<file path="config.mk">
export PLATFORM = sky130hd
export DESIGN_NAME = fp_divsqrt_reservation_ctrl
export DESIGN_NICKNAME = d
export VERILOG_FILES = /design/src/rtl/fp_divsqrt_reservation_ctrl_pkg.sv /design/src/rtl/fp_divsqrt_watchdog.sv /design/src/rtl/fp_divsqrt_reservation_ctrl.sv
export SDC_FILE = /design/constraint.sdc
export NUM_CORES = 1
export LEC_CHECK = 0
export ABC_AREA = 1
export CAP_MARGIN = 15
export CORE_UTILIZATION = 48
export DETAILED_ROUTE_END_ITERATION = 7
export PLACE_DENSITY_LB_ADDON = 0.05
export SYNTH_ARGS = -nofsm -noshare
export SYNTH_HDL_FRONTEND = slang
export SYNTH_SLANG_ARGS = --single-unit
</file>
<file path="constraint.sdc">
create_clock -name clk -period 5.1 [get_ports clk]
set_input_delay 0.765 -clock clk [delete_from_list [all_inputs] [get_ports clk]]
set_output_delay 0.765 -clock clk [all_outputs]
set_load 0.02 [all_outputs]
</file>
<file path="src/rtl/fp_divsqrt_reservation_ctrl_pkg.sv">
// rtl/fp_divsqrt_reservation_ctrl_pkg.sv - shared FP op-format package: unit state enum and active-list age compare
package fp_divsqrt_reservation_ctrl_pkg;

    typedef enum logic [1:0] {
        RS_FREE     = 2'd0,
        RS_RESERVED = 2'd1,
        RS_BUSY     = 2'd2,
        RS_DONE     = 2'd3
    } rs_state_e;

    // Ages are distances from the active-list head, so the compare survives index wrap-around.
    function automatic logic age_ge(
        input logic [31:0] owner,
        input logic [31:0] flush_idx,
        input logic [31:0] head,
        input int unsigned idx_w
    );
        logic [31:0] mask;
        logic [31:0] owner_age;
        logic [31:0] flush_age;
        mask      = (idx_w >= 32) ? '1 : ((32'd1 << idx_w) - 32'd1);
        owner_age = (owner - head) & mask;
        flush_age = (flush_idx - head) & mask;
        return owner_age >= flush_age;
    endfunction

endpackage

</file>
<file path="src/rtl/fp_divsqrt_watchdog.sv">
// rtl/fp_divsqrt_watchdog.sv - consecutive-BUSY-cycle watchdog, built only with RSD_FP_DIVSQRT_WATCHDOG_EN
module fp_divsqrt_watchdog #(
    parameter int TIMEOUT_CYCLES = 64
) (
    input  logic clk,
    input  logic rst,
    input  logic busy,
    output logic expire,
    output logic timeout_err
);

    localparam int CNT_W = $clog2(TIMEOUT_CYCLES + 1);

    logic [CNT_W-1:0] busy_cnt;

    // busy_cnt holds the number of BUSY cycles already completed, so it fires on the last allowed one.
    assign expire = busy && (busy_cnt == CNT_W'(TIMEOUT_CYCLES - 1));

    always_ff @(posedge clk or negedge rst) begin
        if (!rst) begin
            busy_cnt    <= '0;
            timeout_err <= 1'b0;
        end else begin
            if (!busy || expire) begin
                busy_cnt <= '0;
            end else begin
                busy_cnt <= busy_cnt + CNT_W'(1);
            end
            if (expire) begin
                timeout_err <= 1'b1;
            end
        end
    end

endmodule

</file>
<file path="src/rtl/fp_divsqrt_reservation_ctrl.sv">
// rtl/fp_divsqrt_reservation_ctrl.sv - FP div/sqrt unit reservation FSM; optional watchdog via RSD_FP_DIVSQRT_WATCHDOG_EN
module fp_divsqrt_reservation_ctrl
    import fp_divsqrt_reservation_ctrl_pkg::*;
#(
    parameter int unsigned AL_IDX_W       = 6,
    parameter int          TIMEOUT_CYCLES = 64
) (
    input  logic                clk,
    input  logic                rst,
    input  logic                acquire,
    input  logic [AL_IDX_W-1:0] acquire_ptr,
    input  logic                req,
    input  logic                unit_finished,
    input  logic                release_op,
    input  logic                flush,
    input  logic [AL_IDX_W-1:0] flush_ptr,
    input  logic [AL_IDX_W-1:0] al_head,
    output logic                free,
    output logic                reserved,
    output logic                busy,
    output logic                finished,
    output logic                start,
    output logic                kill,
    output logic [AL_IDX_W-1:0] owner_ptr,
    output logic                timeout_err
);

    rs_state_e state;
    rs_state_e state_next;
    logic      owner_load;
    logic      flush_hit;
    logic      wd_expire;

    assign flush_hit = flush && (state != RS_FREE) &&
                       age_ge(32'(owner_ptr), 32'(flush_ptr), 32'(al_head), AL_IDX_W);

`ifdef RSD_FP_DIVSQRT_WATCHDOG_EN
    fp_divsqrt_watchdog #(
        .TIMEOUT_CYCLES (TIMEOUT_CYCLES)
    ) u_watchdog (
        .clk         (clk),
        .rst         (rst),
        .busy        (state == RS_BUSY),
        .expire      (wd_expire),
        .timeout_err (timeout_err)
    );
`else
    // No watchdog: a negative limit is the only way to fire, and that never happens.
    assign wd_expire   = (TIMEOUT_CYCLES < 0);
    assign timeout_err = 1'b0;
`endif

    always_ff @(posedge clk or negedge rst) begin
        if (!rst) begin
            state     <= RS_FREE;
            owner_ptr <= '0;
        end else begin
            state <= state_next;
            if (owner_load) begin
                owner_ptr <= acquire_ptr;
            end
        end
    end

    // Flush outranks every other event; the watchdog outranks a same-cycle unit_finished.
    always_comb begin
        state_next = state;
        owner_load = 1'b0;
        start      = 1'b0;
        kill       = 1'b0;
        unique case (state)
            RS_FREE: begin
                if (acquire) begin
                    state_next = RS_RESERVED;
                    owner_load = 1'b1;
                end
            end
            RS_RESERVED: begin
                if (flush_hit) begin
                    state_next = RS_FREE;
                end else if (req) begin
                    state_next = RS_BUSY;
                    start      = rst;
                end
            end
            RS_BUSY: begin
                if (flush_hit || wd_expire) begin
                    state_next = RS_FREE;
                    kill       = rst;
                end else if (unit_finished) begin
                    state_next = RS_DONE;
                end
            end
            RS_DONE: begin
                if (flush_hit || release_op) begin
                    state_next = RS_FREE;
                end
            end
            default: state_next = RS_FREE;
        endcase
    end

    assign free     = (state == RS_FREE);
    assign reserved = (state == RS_RESERVED);
    assign busy     = (state == RS_BUSY);
    assign finished = (state == RS_DONE);

endmodule

</file>
==> flow_summary.toml, run 1 <==
[floorplan]
core_mm2 = 0.002002
fp.dieW_um = 48.40
rows = 16
die_y_um = 48.40
initial_core_util_pct = 51.62
ios = 38
die-area_mm2 = 0.002343

[power]
power.total_mw = 0.7576
comb_power_share_pct = 75.9
intPower_mw = 0.3899
p_per_area_mw_per_mm2 = 525.2
p_sw_mw = 0.3677
p_clk_share_pct = 6.1
share_seq_of_total_power_pct = 18.0
switching_share_pct = 48.53
p_leak_nw = 0.7576
vdd_drop_max_mv = 0.3882

[yosys]
ys_ff_latch = 8
postSynthNetCount = 174
synth.top_cell.area_share_pct = 19.37
yosysWarningCount = 0
syn_avg_cell_area_um2 = 7.889
async_reset_ff_share_pct = 100.0
synth_area_leaders = "dfrtp_1 19%, ha_1 19%, nand2_1 11%, inv_1 8.7%, mux2_4 7.3%"
synth_edf_count = 0
synth_ff_type = "dfrtp_1"
ys_types = 25
yosys.area.top_type = "dfrtp_1"
ys_seq_area_share_pct = 19.37
yosysMostFrequentCell = "nand2_1"
synth_common_cells = "29 x nand2_1, 24 x inv_1, 16 x ha_1, 8 x dfrtp_1"
synth_area_mm2 = 0.001033
syn_inst = 131

[cts]
path_clk_slew_ns = 0.05
clock_path_buffers = 2
hold_buffers = 0
cts_tree = "built"
cts_made_buffers = 3
clock_latency_ns = 0.25
htree_levels = 1
ctsResizeCount = 0
clock-sinks = 8
root_buffer = "clkbuf_4"
cts_setup_buffers = 0

[sta]
hold_viol = 0
fin_crit_sh_pct = 90.14
setup_slack_ns = 0.5030
setup_viol = 0
period_minus_slack_ns = 4.597
holdWs_ns = 0.5588
drv_slew = 0
rsz0062_at_grt = "false"
finClkSkew_ns = 0.005582
timing.fmax_mhz = 217.5
tns_ns = 0

[drt]
routedWlPerCell_um = 10.43
drt_iter0_markers = 9
num_vias = 921
drc = 0
vias_per_cell = 4.699
drt-total-wl_um = 2045
ant_nets = 0
first_pass_iters = 4

[critical_path]
slowest_delay_ns = 0.61
cp_cell_sequence = "clkdlybuf4s50_1 > inv_1 > ha_1 > a21oi_2 > nand2_1 > nand2_1 > nand2_1 > a21oi_1 > xor2_1 > ha_1 > nand2_1 > inv_1 > a21oi_1 > nand2_1 > nand2_4 > nand2_2 > nor2_1 > clkdlybuf4s50_1"
path_common_cell = "nand2_1"
setup.worst_path.end_class = "primary output"
path_max_fanout = 7
critical_path_class = "in -> out"
cp_data_arrival_time_ns = 3.83
cp_data_required_time_ns = 4.34
crit_slowest_cell = "clkdlybuf4s50_1"
cp-start-kind = "input port"

[layout]
drive_above_1_share_pct = 13.61
design_area_mm2 = 0.001443
stdcell_count = 196
final_util_pct = 72.06
diodes = 0
syn2layout_area_growth_pct = 39.59
nNetsFinal = 214

[job]
cap_viol_max_count = 0

[global_routing]
antenna_found_initial = 0
first_global_vias = 899
overflow = 0
grt_max_degree = 11
grt_use_total_pct = 19.52
grt_pass1_wl_um = 3629

[placement]
postPlaceCellArea_mm2 = 0.001420
pre_cts_ws_ns = 0.5327
place_congestion = 0.8225
hpwlAfterDp_um = 1803
port_buffers = 36
dpl.cell_count = 193

[hold_path]
worstHoldPathType = "reg -> reg"

[outcome]
run_status = "completed"
==> per-layer routing <==
| layer | share of wire [%] | global-route usage, % | vias to the layer above |
|---|---|---|---|
| met4 | 0.64 | 4.412 | 0 |
| met3 | 3.5 | 1.887 | 2 |
| met2 | 52 | 37.09 | 21 |
| met1 | 44 | 23.52 | 413 |
| met5 | 0 | 0 | - |
| li1 | - | - | 485 |
==> layout make-up <==
class / instances / area [um2]
fill: 161 / 559.3
timing repair buffer: 36 / 360.3
clock buffer: 3 / 22.52
multi-input combinational: 96 / 728.2
tap: 27 / 33.78
inverter: 26 / 97.59
sequential: 8 / 200.2
==> registers in the layout, indices dropped and copies added, names as in the netlist <==
signal     count
owner_ptr      6
state          2
==> cells in the final DEF (no fill, tap or decap) <==
cell type and instances:
inv_2 2, conb_1 1, nand2_4 2, o21ai_0 1
inv_1 24, nor2_4 3, fa_1 2, nand3_2 1
nand2_2 2, a21oi_4 1, clkbuf_4 3, nor2_2 1
nand3_1 6, nor2_1 6, xnor2_1 3, nor3_1 1
ha_1 16, o21ai_2 1, a21oi_1 6, xor2_1 5
dfrtp_1 8, o21ai_1 2, nand2_1 29, a21oi_2 2
mux2_4 5, clkdlybuf4s50_1 36
==> final timing paths <==
path	slack, ns	cells after the start	to	start
max	0.50	18	start	al_head[2]
min	0.56	2	owner_ptr[0]	owner_ptr[0]
max reg2reg	2.56	16	state[1]	owner_ptr[2]
min reg2reg	0.56	2	owner_ptr[0]	owner_ptr[0]
max in group asynchronous	3.96	1	owner_ptr[0]	rst
min in group asynchronous	0.83	1	state[1]	rst
==> worst max-delay path: cells and delay by family <==
kind / cells / cell delay, ns
buffers and inverters: 4 / 1.16
AND/OR/NAND/NOR: 8 / 0.67
adder cells (fa/ha/maj): 2 / 0.61
AO/OA/AOI/OAI: 3 / 0.46
XOR/XNOR: 1 / 0.18
==> cells by family (layout without fill, tap and decap cells) <==
group                    after synthesis  in the layout  share of synthesized area (%)
AO/OA/AOI/OAI                         13             13                          8.475
AND/OR/NAND/NOR                       51             51                          24.33
flip-flops                             8              8                          19.37
other                                  1              1                         0.3628
multiplexers                           5              5                          7.264
buffers and inverters                 27             65                          10.17
adder cells (fa/ha/maj)               18             18                          23.24
XOR/XNOR                               8              8                          6.780
==> power groups by stage <==
stage	Clock (mW)	Sequential [mW]	Combinational, mW
3_5_place_dp	0	0.138	0.578
3_3_place_gp	0	0.137	0.564
6_report	0.0465	0.136	0.575
4_1_cts	0.0482	0.137	0.581
5_1_grt	0.0516	0.141	0.649
2_1_floorplan	0	0.157	0.385
No activity file was read; power rests on OpenSTA's default activity.
==> run 2, diff against run 1 <==
Settings changed: ABC_AREA 1 to default, CORE_UTILIZATION 48 to 47.
==> run 2 against run 1 <==
Non-clock buffer count is the same. Largest power group unchanged. Wire length is 1.1% higher. Clock skew down 0.0016 ns. Hold slack got worse by 0.0017 ns.
==> flow_summary.toml, run 2 <==
[outcome]
run_status = "completed"

[layout]
largest_register_ffs = 6
syn2layout_area_growth_pct = 39.51
nNetsFinal = 189
stdcell_count = 171
multiInputGateArea_um2 = 706.9
diodes = 0
top_register = "owner_ptr"
drive_above_1_share_pct = 7.639
final_cell_mix = "36 x clkdlybuf4s50_1, 16 x ha_1, 10 x inv_1"
ff_latch_area_um2 = 200.2
fill_cells = 171
final_common_cell = "clkdlybuf4s50_1"
largestRegisters = "owner_ptr (6), state (2)"

[yosys]
ys_types = 34
yosys.area_share.simple_pct = 15.60
ys_ff_latch = 8
yosysWarningCount = 0
async_reset_ff_share_pct = 100.0
synth_edf_count = 0
synth_area_leaders = "dfrtp_1 20%, ha_1 20%, mux2_4 7.7%, a21oi_1 4.1%, fa_1 4.1%"
syn_inst = 108
synth_ff_type = "dfrtp_1"
synth_area_um2 = 978.4
synth_top_family_by_area = "adder cells"
postSynthNetCount = 151
synth_common_cells = "16 x ha_1, 10 x inv_1, 8 x a21oi_1, 8 x dfrtp_1, 6 x o21ai_0"
syn_avg_cell_area_um2 = 9.060
synth.area.mux_share_pct = 7.673
synth_xor_area_share_pct = 6.266
synth.top_cell.area_share_pct = 20.46
yosysMostFrequentCell = "ha_1"
synth_adder_area_share_pct = 24.55
synth_compound_area_share_pct = 17.77
yosys.area.top_type = "dfrtp_1"
ys_seq_area_share_pct = 20.46

[global_routing]
antenna_found_initial = 0
grt_use_total_pct = 19.89
grt_pass1_wl_um = 3146
first_global_vias = 814
grt_max_degree = 11
overflow = 0

[job]
cap_viol_max_count = 0

[critical_path]
r2r_start = "owner_ptr[1]"
reg2reg_to = "state[1]"
path_max_fanout = 4
cp_data_arrival_time_ns = 4.08
cp_data_required_time_ns = 4.34
reg2reg_depth = 10
reg2reg_slack_ns = 2.40
cp-start-kind = "input port"
critical_path_class = "in -> out"
setup.worst_path.end_class = "primary output"

[drt]
drc = 0
routedWlPerCell_um = 12.09
drt-total-wl_um = 2068
first_pass_iters = 3
drt_iter0_markers = 5
vias_per_cell = 5.228
ant_nets = 0
num_vias = 894

[cts]
cts_made_buffers = 3
root_buffer = "clkbuf_4"
clock_path_buffers = 2
hold_buffers = 0
ctsResizeCount = 0
htree_levels = 1
cts_tree = "built"
clock_latency_ns = 0.24
cts_setup_buffers = 0
path_clk_slew_ns = 0.05
clock-sinks = 8

[placement]
dpl.cell_count = 168
place_congestion = 0.7772
hpwlAfterDp_um = 1798
port_buffers = 36

[floorplan]
core_mm2 = 0.001962
rows = 16
ios = 38
initial_core_util_pct = 49.87
die-area_mm2 = 0.002268
fp.dieW_um = 47.63
die_y_um = 47.63

[hold_path]
worstHoldPathType = "reg -> reg"
worst_hold_path.endpoint = "owner_ptr[4]"
holdPathStages = 1
worstHoldStart = "owner_ptr[4]"

[sta]
rsz0062_at_grt = "false"
timing.fmax_mhz = 206.2
tns_ns = 0
hold_viol = 0
fin_crit_sh_pct = 95.08
period_minus_slack_ns = 4.849
drv_slew = 0
finClkSkew_ns = 0.003992
setup_viol = 0
holdWs_ns = 0.5571

[power]
p_per_area_mw_per_mm2 = 501.4
p_leak_nw = 0.6452
vdd_drop_max_mv = 0.3261
power.total_mw = 0.6845
run 2: changes by cell type after synthesis, moves of 4 or more:
cell	delta
inv_1	-14
o21ai_0	+5
a21o_1	+4
nand2_1	-25
run 2: cells by family after synthesis:
family / count (synthesis)
fa+ha+maj: 18
compound gates: 27
mux: 5
flops: 8
simple gates: 28
xor+xnor: 7
other cells: 1
buf+inv: 14
run 2: worst max path at each step:
stage                     startpoint    end  slack, ns  depth (start not counted)
after detailed placement  al_head[1]   kill       0.25                         13
after global routing      al_head[1]   kill       0.05                         13
after CTS                 al_head[1]   kill       0.24                         13
after floorplan           al_head[1]  start       1.36                         11
after global placement    al_head[1]   kill       0.31                         13
final                     al_head[1]   kill       0.25                         13
run 2: cell type report:
type,instances,share of cell area [%]
Tap cell,27,2.475
Timing Repair Buffer,36,26.40
Multi-Input combinational cell,86,51.79
Sequential cell,8,14.67
Inverter,11,3.025
Clock buffer,3,1.650
run 2: power breakdown:
group          internal, mW  total [mW]  switching, mW
sequential           0.0966       0.139         0.0423
clock                0.0267      0.0456         0.0188
combinational         0.265       0.500          0.235
run 2: worst max-delay path, stage by stage:
cell             delay, ns
clkdlybuf4s50_1       0.46
inv_1                 0.10
ha_1                  0.30
nor2b_1               0.13
o21a_1                0.18
o2111a_1              0.24
a211o_1               0.23
ha_1                  0.29
and3_1                0.17
nand3_1               0.07
o21ai_0               0.33
and3_1                0.21
clkdlybuf4s50_1       0.60
run 2: routing by layer:
layer | track usage [%] | wire [um] | vias to the layer above
met5 | 0 | 0 | -
met2 | 37.81 | 1076 | 25
met4 | 8.889 | 21 | 0
met3 | 2.264 | 93 | 4
met1 | 21.97 | 876 | 412
li1 | - | - | 453
run 2: metrics by stage:
stage / cell area, um2 / utilization (%) / worst slack (ns)
after CTS: 1365 / 69.58 / 0.2409
final: 1365 / 69.58 / 0.2511
after floorplan: 978.4 / - / 1.362
after global routing: 1365 / 69.58 / 0.05397
after detailed placement: 1343 / 68.43 / 0.2550
after global placement: 1343 / 68.43 / 0.3129
